`config.mk`:
```
export PLATFORM = sky130hd
export DESIGN_NAME = uart_tx_queue
export DESIGN_NICKNAME = d
export VERILOG_FILES = /design/src/rtl/uart_tx_queue.sv
export SDC_FILE = /design/constraint.sdc
export NUM_CORES = 1
export LEC_CHECK = 0
export BUFFER_PORTS_ARGS = -buffer_cell sky130_fd_sc_hd__buf_2
export CAP_MARGIN = 40
export CORE_MARGIN = 5
export CORE_UTILIZATION = 31
export CTS_BUF_LIST = sky130_fd_sc_hd__clkbuf_4 sky130_fd_sc_hd__clkbuf_8 sky130_fd_sc_hd__clkbuf_16
export CTS_CLUSTER_DIAMETER = 30
export DETAILED_ROUTE_END_ITERATION = 6
export PLACE_DENSITY = 0.58
export SLEW_MARGIN = 20
export SYNTH_ARGS = -nofsm -noshare
export SYNTH_HDL_FRONTEND = slang
export SYNTH_SLANG_ARGS = --single-unit
export TNS_END_PERCENT = 10
```
`constraint.sdc`:
```
create_clock -name clk -period 2.3 [get_ports clk]
set_input_delay 0.345 -clock clk [delete_from_list [all_inputs] [get_ports clk]]
set_output_delay 0.345 -clock clk [all_outputs]
set_load 0.02 [all_outputs]
```
`src/rtl/uart_tx_queue.sv`:
```
// Byte FIFO plus drain sequencer that feeds uart_tx one frame at a time over the
// send_trig/send_data/tx_bsy handshake, with post-frame gap and trigger retry.
module uart_tx_queue #(
    parameter int DEPTH_BITS   = 4,
    parameter int GAP_CYCLES   = 2,
    parameter int TRIG_TIMEOUT = 8
) (
    input  logic                  clk,
    input  logic                  rst,
    input  logic                  wr_en,
    input  logic [7:0]            wr_data,
    input  logic                  flush,
    output logic                  full,
    output logic                  empty,
    output logic [DEPTH_BITS:0]   count,
    output logic                  overflow,
    output logic                  idle,
    output logic                  send_trig,
    output logic [7:0]            send_data,
    input  logic                  tx_bsy,
    output logic [15:0]           bytes_sent,
    output logic [7:0]            retries
);

    localparam int DEPTH = 1 << DEPTH_BITS;
    localparam int CW    = DEPTH_BITS + 1;

    typedef enum logic [2:0] {
        S_IDLE,
        S_LOAD,
        S_WAIT_HI,
        S_WAIT_LO,
        S_GAP
    } state_e;

    state_e                r_state;
    state_e                w_state_nxt;

    logic [7:0]            r_mem [DEPTH];
    logic [DEPTH_BITS-1:0] r_wr_ptr;
    logic [DEPTH_BITS-1:0] r_rd_ptr;
    logic [CW-1:0]         r_count;
    logic [CW-1:0]         w_count_nxt;
    logic                  r_full;
    logic                  r_empty;
    logic                  r_overflow;
    logic [7:0]            r_rd_data;
    logic                  r_send_trig;
    logic [7:0]            r_send_data;
    logic [15:0]           r_bytes_sent;
    logic [7:0]            r_retries;
    logic [15:0]           r_cnt;

    logic                  w_push;
    logic                  w_pop;
    logic                  w_load;
    logic                  w_trig;
    logic                  w_retry;
    logic                  w_done;
    logic                  w_cnt_clr;
    logic                  w_cnt_inc;

    // Full comes from the registered count, so a same-cycle pop never makes room.
    assign w_push = wr_en & ~r_full & ~flush;

    // NOTE: sequential state uses non-blocking assignments so every register samples pre-edge values.
    always_ff @(posedge clk) begin
        if (rst) r_state <= S_IDLE;
        else     r_state <= w_state_nxt;
    end

    // NOTE: each always_comb assigns defaults first so no path can infer a latch.
    always_comb begin
        w_state_nxt = r_state;
        case (r_state)
            S_IDLE:    if ((r_count != '0) && !flush) w_state_nxt = S_LOAD;
            S_LOAD:    if (!tx_bsy) w_state_nxt = S_WAIT_HI;
            S_WAIT_HI: if (tx_bsy) w_state_nxt = S_WAIT_LO;
            S_WAIT_LO: if (!tx_bsy) w_state_nxt = (GAP_CYCLES == 0) ? S_IDLE : S_GAP;
            S_GAP:     if (r_cnt == 16'(GAP_CYCLES - 1)) w_state_nxt = S_IDLE;
            default:   w_state_nxt = S_IDLE;
        endcase
    end

    always_comb begin
        w_pop     = 1'b0;
        w_load    = 1'b0;
        w_trig    = 1'b0;
        w_retry   = 1'b0;
        w_done    = 1'b0;
        w_cnt_clr = 1'b0;
        w_cnt_inc = 1'b0;
        case (r_state)
            S_IDLE: w_pop = (r_count != '0) & ~flush;
            S_LOAD: begin
                w_load = 1'b1;
                if (!tx_bsy) begin
                    w_trig    = 1'b1;
                    w_cnt_clr = 1'b1;
                end
            end
            S_WAIT_HI: begin
                if (!tx_bsy) begin
                    if (r_cnt == 16'(TRIG_TIMEOUT - 1)) begin
                        w_trig    = 1'b1;
                        w_retry   = 1'b1;
                        w_cnt_clr = 1'b1;
                    end else begin
                        w_cnt_inc = 1'b1;
                    end
                end
            end
            S_WAIT_LO: begin
                if (!tx_bsy) begin
                    w_done    = 1'b1;
                    w_cnt_clr = 1'b1;
                end
            end
            S_GAP:   w_cnt_inc = 1'b1;
            default: ;
        endcase
    end

    always_comb begin
        w_count_nxt = r_count;
        if (flush)                w_count_nxt = '0;
        else if (w_push && !w_pop) w_count_nxt = r_count + CW'(1);
        else if (!w_push && w_pop) w_count_nxt = r_count - CW'(1);
    end

    always_ff @(posedge clk) begin
        if (rst) begin
            r_wr_ptr   <= '0;
            r_rd_ptr   <= '0;
            r_count    <= '0;
            r_full     <= 1'b0;
            r_empty    <= 1'b1;
            r_overflow <= 1'b0;
        end else begin
            r_count <= w_count_nxt;
            r_full  <= (w_count_nxt == CW'(DEPTH));
            r_empty <= (w_count_nxt == '0);
            if (flush) begin
                r_rd_ptr <= r_wr_ptr;
            end else begin
                if (w_push) r_wr_ptr <= r_wr_ptr + DEPTH_BITS'(1);
                if (w_pop)  r_rd_ptr <= r_rd_ptr + DEPTH_BITS'(1);
            end
            if (wr_en && r_full && !flush) r_overflow <= 1'b1;
        end
    end

    // NOTE: storage is not reset; only slots between the pointers are ever read.
    always_ff @(posedge clk) begin
        if (w_push) r_mem[r_wr_ptr] <= wr_data;
        if (w_pop)  r_rd_data <= r_mem[r_rd_ptr];
    end

    always_ff @(posedge clk) begin
        if (rst) begin
            r_send_trig  <= 1'b0;
            r_send_data  <= 8'h00;
            r_cnt        <= '0;
            r_bytes_sent <= '0;
            r_retries    <= '0;
        end else begin
            r_send_trig <= w_trig;
            if (w_load) r_send_data <= r_rd_data;
            if (w_cnt_clr)      r_cnt <= '0;
            else if (w_cnt_inc) r_cnt <= r_cnt + 16'd1;
            if (w_done) r_bytes_sent <= r_bytes_sent + 16'd1;
            if (w_retry && (r_retries != 8'hFF)) r_retries <= r_retries + 8'd1;
        end
    end

    assign full       = r_full;
    assign empty      = r_empty;
    assign count      = r_count;
    assign overflow   = r_overflow;
    assign idle       = r_empty & (r_state == S_IDLE);
    assign send_trig  = r_send_trig;
    assign send_data  = r_send_data;
    assign bytes_sent = r_bytes_sent;
    assign retries    = r_retries;

endmodule

```
==> results of run 1 <==
[Yosys cell counts, types with 2 or more instances]
master	instances	area, sq um
nand4_1	16	100
clkbuf_1	12	45.0
nand2b_1	5	31.3
buf_2	5	25.0
mux2i_1	11	110
o21ai_0	11	55.1
ha_1	11	138
nor2_2	2	12.5
nor2_1	75	282
a21oi_1	16	80.1
nand3_1	9	45.0
nor4_4	2	42.5
inv_1	13	48.8
dfxtp_1	68	1360
and3_1	4	25.0
mux4_2	40	901
nand2_1	28	105
xnor2_1	21	184
xor2_1	18	158
buf_1	5	18.8
buf_4	4	30.0
or3_1	8	50.1
a211oi_1	5	37.5
edfxtp_1	136	4080
nor3_1	21	105
nor4_1	3	18.8
or4b_4	2	27.5
[kinds of logic (layout without fill, tap and decap cells)]
group / count (synthesis) / count (layout) / share of synthesized area
compound gates: 44 / 44 / 0.0325
xor+xnor: 40 / 40 / 0.0425
fa+ha+maj: 11 / 11 / 0.0163
buf+inv: 41 / 194 / 0.0220
flops: 204 / 204 / 0.646
mux: 51 / 51 / 0.120
simple gates: 193 / 193 / 0.121
[flip-flops by register name (all words and copies together), names as in the netlist]
register,cells
r_mem,128
bytes_sent,16
r_cnt,16
r_rd_data,8
retries,8
send_data,8
count,5
r_rd_ptr,4
r_wr_ptr,4
r_state,3
empty,1
full,1
overflow,1
send_trig,1
[layer usage]
layer,track usage,vias up,part of all wire
li1,-,2436,-
met5,0,-,0
met4,0.0399,0,0.022
met1,0.155,2485,0.46
met3,0.0318,33,0.065
met2,0.175,135,0.46
[cell type report]
cell class	instances	area, sq um	share of cell area
tap	341	427	0.0385
clock inverter	30	428	0.0386
timing repair buffer	89	558	0.0504
clock buffer	61	1370	0.123
multi-input combinational	339	2800	0.252
sequential	204	5450	0.492
inverter	14	55.1	0.00497
[report_power, final]
part / switching, mW / leakage (nW) / total, mW / internal, mW
sequential: 0.0271 / 1.78 / 3.99 / 3.97
combinational: 0.265 / 1.28 / 0.476 / 0.211
clock: 2.11 / 0.898 / 7.31 / 5.20
[worst min path at each step]
stage                      startpoint                         to  slack (ns)  cells after the start
2_1_floorplan              wr_data[0]      r_mem[0][0]$_DFFE_PP_        0.44                      0
3_3_place_gp   r_rd_data[6]$_DFFE_PP_  send_data[6]$_SDFFE_PP0N_        0.46                      2
3_5_place_dp   r_rd_data[0]$_DFFE_PP_  send_data[0]$_SDFFE_PP0N_        0.47                      2
4_1_cts                         wr_en      overflow$_SDFFE_PP0P_         0.1                      3
5_1_grt                         wr_en      overflow$_SDFFE_PP0P_        0.13                      3
6_report                        wr_en      overflow$_SDFFE_PP0P_        0.11                      3
[critical path: cells and delay by family (launching register included)]
kind	cells	cell delay, ns
buffers and inverters	3	0.50
flip-flops	1	0.37
AND/OR/NAND/NOR	2	0.32
==> run summary, run 1 <==
outcome = complete, no violations
RD Place Congestion = 0.792
Post-synth EDFFs = 136
drt initial violations = 272
Final HPWL DP = 11.5 mm
Final Setup Violations = 0
vias in the first global route = 5285
synthesis-to-layout area growth = 31.4%
fin crit period = 2.08 ns
Worst Setup EP = idle
Max Slew Vio Count = 0
Avg WL per Cell = 15.9 um
most frequent cells in the layout = 136 x edfxtp_1, 75 x nor2_1, 67 x dfxtp_1
Placed Cells = 987
Tot GR Track Use = 0.114
Die H = 175 um
clk sink count = 204
cells along the critical path = buf_4, nor3_1, buf_4, and2_1, buf_2
Final Core Density = 0.412
initial antenna violation count = 0
I/O Buffers = 54
leak pwr = 3.95 nW
post-route antenna net violation count = 0
DR DRC count = 0
design area = 11100 sq um
Hold WC Path Type = primary input to flip-flop
Post-Route WL = 17.2 mm
Max Cap Viol = 0
Ports = 55
H-tree level count = 2
Top FF cell, synth = edfxtp_1
Crit Reg-Reg Endpoint = full$_SDFF_PP0_
Layout Cells excl Fill = 1078
pwr dens = 1060 nW/um^2
count of state elements after synthesis = 204
placed cell area = 9280 sq um
CP startpoint kind = flip-flop
most common cell after layout, fill and taps aside = edfxtp_1
Setup crit start = r_state[2]$_SDFFE_PP0P_
f_max = 0.481 GHz
final-report hold violation count = 0
VDD IR max = 0.547 mV
post-layout net count = 721
Total Power = 11.8 mW
pre-CTS setup slack = 0.246 ns
critical path class = flip-flop to primary output
CP most frequent cell = buf_4
CP Max Fanout = 5
CTS Root Cell = clkbuf_16
largest net degree at the start of global routing = 38
share of cells above drive strength 1 = 0.324
Hold WS = 0.114 ns
cts hold-fix bufs = 0
Critical Path Sink Type = primary output
total negative slack = 0 ns
Slew headroom = 0.593
routed via count = 5089
r2r worst-path depth = 8
Clock Path Buffers = 3
first-pass GRT wire length = 28.3 mm
Site Rows = 60
Slowest cell on crit path = dfxtp_1
Post-Syn Nets = 608
synth unique cells = 60
Synth Instances = 584
R2R setup slack = 0.23 ns
Clock Skew = 0.0349 ns
Pre-antenna DRT Iters = 4
GRT Residual Overflow = 0
Resize count post-CTS = 0
Post-Syn Area per Cell = 14.4 sq um
RSZ-0062 raised after global routing = false
Worst Setup Slack, final = 0.222 ns
clk_lat worst skew = 0.55 ns
Largest stage delay, worst path = 0.37 ns
cts bufs inserted = 49
die area = 30600 sq um
Synth Cell Area = 8430 sq um
WP data required = 1.96 ns
Antenna Cells = 0
CTS tree = done
sequential element share of the synthesized area = 0.646
register clock-pin slew on the reported worst setup and hold paths = 0.04 ns
period utilization = 0.904
Worst EP arrival = 1.73 ns
Worst R2R Start = count[0]$_SDFF_PP0_
effective utilization at floorplan = 0.314
Die Wd = 175 um
Async SR Flop Fraction = 0
postcts setup bufs = 0
synth warn = 0
Worst Tran Pin Value = 0.610 ns
vias per cell = 4.72
Fillers = 2451
Core Area = 26900 sq um
(Power assumes the default switching activity.)
==> run 2, diff against run 1 <==
--- a/config.mk
+++ b/config.mk
@@ -12,6 +12,7 @@
 export CTS_BUF_LIST = sky130_fd_sc_hd__clkbuf_4 sky130_fd_sc_hd__clkbuf_8 sky130_fd_sc_hd__clkbuf_16
 export CTS_CLUSTER_DIAMETER = 30
 export DETAILED_ROUTE_END_ITERATION = 6
+export MAX_ROUTING_LAYER = met4
 export PLACE_DENSITY = 0.58
 export SLEW_MARGIN = 20
 export SYNTH_ARGS = -nofsm -noshare
==> run 2 against run 1 <==
Via count is essentially flat. Combinational power about the same. Routed wire length about the same. Sequential power about the same. Maximum frequency barely moved. Worst hold slack improved by 0.0065 ns. Setup slack worse by 0.0011 ns. Die area unchanged. Largest power group unchanged.
==> run summary, run 2 (synthesized netlist as in run 1, its figures left out) <==
fin crit period = 2.08 ns (+0.00108 ns)
VDD IR max = 0.547 mV (about the same)
DR WL met3 = 1.01 mm (-9.6%)
sw power = 2.40 mW (about the same)
Final Setup Violations = 0 (unchanged)
Die Wd = 175 um (unchanged)
GRT Residual Overflow = 0 (unchanged)
I/O Buffers = 54 (unchanged)
first-pass GRT wire length = 28.3 mm (about the same)
share of cells above drive strength 1 = 0.324 (unchanged)
Antenna Cells = 0 (unchanged)
CTS tree = done
WP data required = 1.96 ns (about the same)
pre-CTS setup slack = 0.246 ns (unchanged)
Worst Setup Slack, final = 0.221 ns (-0.00108 ns)
Ports = 55 (unchanged)
Slew headroom = 0.587 (-0.00588)
met2 routed WL = 7.79 mm (-0.52%)
Hold WC Path Type = primary input to flip-flop
drt initial violations = 264 (-2.9%)
Clock Skew = 0.0338 ns (-0.00105 ns)
most common cell after layout, fill and taps aside = edfxtp_1
Worst EP arrival = 1.73 ns (about the same)
Reg power frac = 0.339 (about the same)
DR DRC count = 0 (unchanged)
vias in the first global route = 5290 (+0.095%)
Final Core Density = 0.412 (unchanged)
synthesis-to-layout area growth = 31.4% (unchanged)
Net Sw Frac = 0.204 (about the same)
CP startpoint kind = flip-flop
die area = 30600 sq um (unchanged)
effective utilization at floorplan = 0.314 (unchanged)
Worst Tran Pin Value = 0.619 ns (+0.00881 ns)
Clock Path Buffers = 3 (unchanged)
Max Used Layer = met4
WP buf/inv = 3 (unchanged)
vias per cell = 4.72 (about the same)
delay-heaviest family, CP = buffers and inverters
Largest stage delay, worst path = 0.37 ns (about the same)
Comb power frac = 0.040 (about the same)
CP Max Fanout = 5 (unchanged)
cells along the critical path = buf_4, nor3_1, buf_4, and2_1, buf_2
clk sink count = 204 (unchanged)
cts hold-fix bufs = 0 (unchanged)
H-tree level count = 2 (unchanged)
Internal Pwr Total = 9.38 mW (about the same)
post-route antenna net violation count = 0 (unchanged)
Fillers = 2451 (unchanged)
routed via count = 5092 (+0.059%)
critical path class = flip-flop to primary output
RSZ-0062 raised after global routing = false
Site Rows = 60 (unchanged)
Max Cap Viol = 0 (unchanged)
outcome = complete, no violations
CP most frequent cell = buf_4
Tot GR Track Use = 0.117 (+0.00337)
post-layout net count = 721 (unchanged)
period utilization = 0.904 (about the same)
Max Slew Vio Count = 0 (unchanged)
Post-Route WL = 17.2 mm (about the same)
clk_lat worst skew = 0.55 ns (about the same)
largest reg by FF count = r_mem
pwr dens = 1060 nW/um^2 (about the same)
f_max = 0.481 GHz (about the same)
Pre-antenna DRT Iters = 4 (unchanged)
total negative slack = 0 ns (unchanged)
Avg WL per Cell = 15.9 um (about the same)
CTS Root Cell = clkbuf_16
Die H = 175 um (unchanged)
Resize count post-CTS = 0 (unchanged)
proportion of power drawn by the clock network = 0.621 (about the same)
leak pwr = 3.95 nW (unchanged)
RD Place Congestion = 0.803 (+1.4%)
Critical Path Sink Type = primary output
register clock-pin slew on the reported worst setup and hold paths = 0.04 ns (about the same)
Final HPWL DP = 11.5 mm (unchanged)
final-report hold violation count = 0 (unchanged)
largest net degree at the start of global routing = 38 (unchanged)
met1 wire length = 8.01 mm (+1.8%)
Slowest cell on crit path = dfxtp_1
cts bufs inserted = 49 (unchanged)
most frequent cells in the layout = 136 x edfxtp_1, 75 x nor2_1, 67 x dfxtp_1
max reg flops = 128 (unchanged)
initial antenna violation count = 0 (unchanged)
Core Area = 26900 sq um (unchanged)
postcts setup bufs = 0 (unchanged)
[run 2: final timing paths]
check,from,endpoint,slack (ns),depth (start not counted)
max,r_state[2]$_SDFFE_PP0P_,idle,0.22,5
min,wr_en,overflow$_SDFFE_PP0P_,0.12,3
min reg2reg,r_rd_data[7]$_DFFE_PP_,send_data[7]$_SDFFE_PP0N_,0.48,2
max reg2reg,count[0]$_SDFF_PP0_,full$_SDFF_PP0_,0.23,8
[run 2: power groups by stage]
stage          sequential (mW)  clock, mW  combinational [mW]
6_report                  3.99       7.31               0.476
5_1_grt                   4.00       7.64               0.523
4_1_cts                   3.99       7.44               0.486
3_5_place_dp              4.06          0               0.484
3_3_place_gp              4.06          0               0.479
2_1_floorplan             4.06          0               0.312
[run 2: area by class of cell]
cell class / instances / area (sq um) / share of cell area
Clock buffer: 61 / 1370 / 0.123
Clock inverter: 30 / 428 / 0.0386
Inverter: 14 / 55.1 / 0.00497
Multi-Input combinational cell: 339 / 2800 / 0.252
Sequential cell: 204 / 5450 / 0.492
Tap cell: 341 / 427 / 0.0385
Timing Repair Buffer: 89 / 558 / 0.0504
[run 2: worst reg2reg max path, cell delays in order (launching register included)]
cell and delay [ns]:
dfxtp_1 0.30, inv_1 0.12, ha_1 0.22, or4b_4 0.53, nand2_4 0.13, nor3_1 0.06, a311oi_1 0.32, nand3_1 0.16
a21boi_1 0.15
[run 2: stage by stage]
step                      hold WS [ns]  power [mW]  instances  area [sq um]
after floorplan                  0.444        4.37        584          8430
final                            0.121        11.8       1078         11100
after global routing             0.134        12.2       1078         11100
after detailed placement         0.474        4.54        987          9280
after global placement           0.460        4.54        987          9280
after CTS                       0.0953        11.9       1078         11100
[run 2: metal layers]
layer | GRT usage | up-vias
li1 | - | 2434
met1 | 0.155 | 2492
met2 | 0.175 | 131
met3 | 0.0312 | 35
met4 | 0.0399 | 0
met5 | - | -
==> run 3, diff against run 2 <==
--- a/config.mk
+++ b/config.mk
@@ -13,7 +13,7 @@
 export CTS_CLUSTER_DIAMETER = 30
 export DETAILED_ROUTE_END_ITERATION = 6
 export MAX_ROUTING_LAYER = met4
-export PLACE_DENSITY = 0.58
+export PLACE_DENSITY = 0.57
 export SLEW_MARGIN = 20
 export SYNTH_ARGS = -nofsm -noshare
 export SYNTH_HDL_FRONTEND = slang
==> run 3 against run 2 <==
Sequential power about the same. Via count down 2.6%. Die area unchanged. Sequential share of layout area up 1.8 points. Critical path type unchanged. Non-clock buffer count down 7. Count of clock-buffer cells in the layout down 11. Core utilization down 1.5 points. Worst hold slack better by 0.0081 ns. Routed wire length down 4.0%. Design area down 3.5%. First-iteration DRC count up 7.2%. Setup slack worse by 0.090 ns.
==> run summary, run 3 (synthesized netlist as in run 1, its figures left out) <==
register clock-pin slew on the reported worst setup and hold paths = 0.04 ns (about the same)
critical path class = flip-flop to primary output
largest reg by FF count = r_mem
fin crit period = 2.17 ns (+0.0901 ns)
CTS Root Cell = clkbuf_16
Max Slew Vio Count = 0 (unchanged)
Pre-antenna DRT Iters = 4 (unchanged)
Slew headroom = 0.590 (+0.00308)
most common cell after layout, fill and taps aside = edfxtp_1
outcome = complete, no violations
cts hold-fix bufs = 0 (unchanged)
Critical Path Sink Type = primary output
Fillers = 2510 (+2.4%)
first-pass GRT wire length = 27.5 mm (-2.8%)
leak pwr = 3.73 nW (-5.7%)
RD Place Congestion = 0.811 (+0.97%)
Clock Skew = 0.0293 ns (-0.00454 ns)
pre-CTS setup slack = 0.205 ns (-0.0413 ns)
post-layout net count = 708 (-1.8%)
Antenna Cells = 0 (unchanged)
H-tree level count = 2 (unchanged)
max reg flops = 128 (unchanged)
VDD IR max = 0.572 mV (+4.7%)
vias in the first global route = 5187 (-1.9%)
Site Rows = 60 (unchanged)
Tot GR Track Use = 0.114 (-0.00341)
vias per cell = 4.68 (-0.90%)
routed via count = 4962 (-2.6%)
Ports = 55 (unchanged)
synthesis-to-layout area growth = 26.8%
share of cells above drive strength 1 = 0.299 (-0.0253)
largest net degree at the start of global routing = 36 (-5.3%)
Avg WL per Cell = 15.6 um (-2.3%)
Hold WC Path Type = primary input to flip-flop
cells along the critical path = nor3_1, and2_1, buf_2
CP startpoint kind = flip-flop
pwr dens = 977 nW/um^2 (-8.2%)
initial antenna violation count = 0 (unchanged)
CP Max Fanout = 9 (+4)
post-route antenna net violation count = 0 (unchanged)
DR DRC count = 0 (unchanged)
postcts setup bufs = 0 (unchanged)
clk_lat worst skew = 0.54 ns (about the same)
f_max = 0.461 GHz (-4.2%)
cts bufs inserted = 43 (-12%)
RSZ-0062 raised after global routing = true
Worst EP arrival = 1.82 ns (+0.09 ns)
Slowest cell on crit path = nor3_1
drt initial violations = 283 (+7.2%)
Worst Setup Slack, final = 0.131 ns (-0.0901 ns)
period utilization = 0.943 (+0.0392)
Final Setup Violations = 0 (unchanged)
area of the multi-input gates = 2800 sq um (+0.22%)
Max Cap Viol = 0 (unchanged)
Clock Path Buffers = 3 (unchanged)
placed cell area = 9230 sq um (-0.57%)
total negative slack = 0 ns (unchanged)
FF+latch area = 5450 sq um (unchanged)
Die Wd = 175 um (unchanged)
most frequent cells in the layout = 136 x edfxtp_1, 75 x nor2_1, 67 x dfxtp_1
CTS tree = done
effective utilization at floorplan = 0.314 (unchanged)
Worst Tran Pin Value = 0.614 ns (-0.00462 ns)
design area = 10700 sq um (-3.5%)
Final HPWL DP = 11.3 mm (-2.3%)
I/O Buffers = 54 (unchanged)
GRT Residual Overflow = 0 (unchanged)
clk sink count = 204 (unchanged)
die area = 30600 sq um (unchanged)
Largest stage delay, worst path = 0.52 ns (+0.15 ns)
Die H = 175 um (unchanged)
Core Area = 26900 sq um (unchanged)
Post-Route WL = 16.5 mm (-4.0%)
final-report hold violation count = 0 (unchanged)
WP data required = 1.96 ns (about the same)
-- run 3: changes by cell type in the layout (fill, tap and decap cells not counted), moves of 3 or more --
cell	delta
bufinv_16	-5
clkbuf_4	+3
clkinvlp_4	+3
clkbuf_16	-6
clkbuf_8	-8
buf_4	-7
clkinv_2	-7
clkinv_1	+7
-- run 3: repair_timing --
action,4_1_cts,5_1_grt
gates resized for setup,0,2
hold endpoints to repair,0,0
endpoints found under the setup margin,0,3
-- run 3: layout make-up --
class | count | share of cell area
tap | 341 | 0.0399
clock buffer | 50 | 0.106
sequential | 204 | 0.510
multi-input combinational | 339 | 0.262
inverter | 14 | 0.00515
timing repair buffer | 82 | 0.0473
clock inverter | 30 | 0.0300
-- run 3: path summary, 6_finish.rpt --
kind / cells past startpoint / endpoint / slack, ns / startpoint
max reg2reg: 8 / full$_SDFF_PP0_ / 0.19 / count[0]$_SDFF_PP0_
min reg2reg: 2 / overflow$_SDFFE_PP0P_ / 0.47 / overflow$_SDFFE_PP0P_
max: 3 / idle / 0.13 / r_state[2]$_SDFFE_PP0P_
min: 3 / overflow$_SDFFE_PP0P_ / 0.13 / wr_en
-- run 3: layer usage --
layer / GRT usage / share of wire / vias up
li1: - / - / 2411
met1: 0.149 / 0.46 / 2377
met3: 0.0322 / 0.069 / 41
met4: 0.0354 / 0.020 / 0
met2: 0.172 / 0.45 / 133
met5: - / 0 / -
-- run 3: metrics by stage --
step | hold slack [ns] | power [mW] | cells | util
after detailed placement | 0.463 | 4.53 | 980 | 0.343
after floorplan | 0.444 | 4.37 | 584 | -
after CTS | 0.115 | 10.6 | 1060 | 0.397
after global placement | 0.448 | 4.52 | 980 | 0.343
after global routing | 0.145 | 10.9 | 1060 | 0.398
final | 0.129 | 10.4 | 1060 | 0.398
-- run 3: worst max-delay path: cells and delay by family (launching register included) --
kind | cells | cell delay, ns
and+or+nand+nor | 2 | 0.73
buffers and inverters | 1 | 0.16
DFF | 1 | 0.41
-- run 3: where the power goes --
| part | total (mW) | switching, mW | internal [mW] |
|---|---|---|---|
| logic | 0.463 | 0.258 | 0.205 |
| clock network | 5.98 | 1.98 | 4.00 |
| registers | 3.99 | 0.0287 | 3.97 |
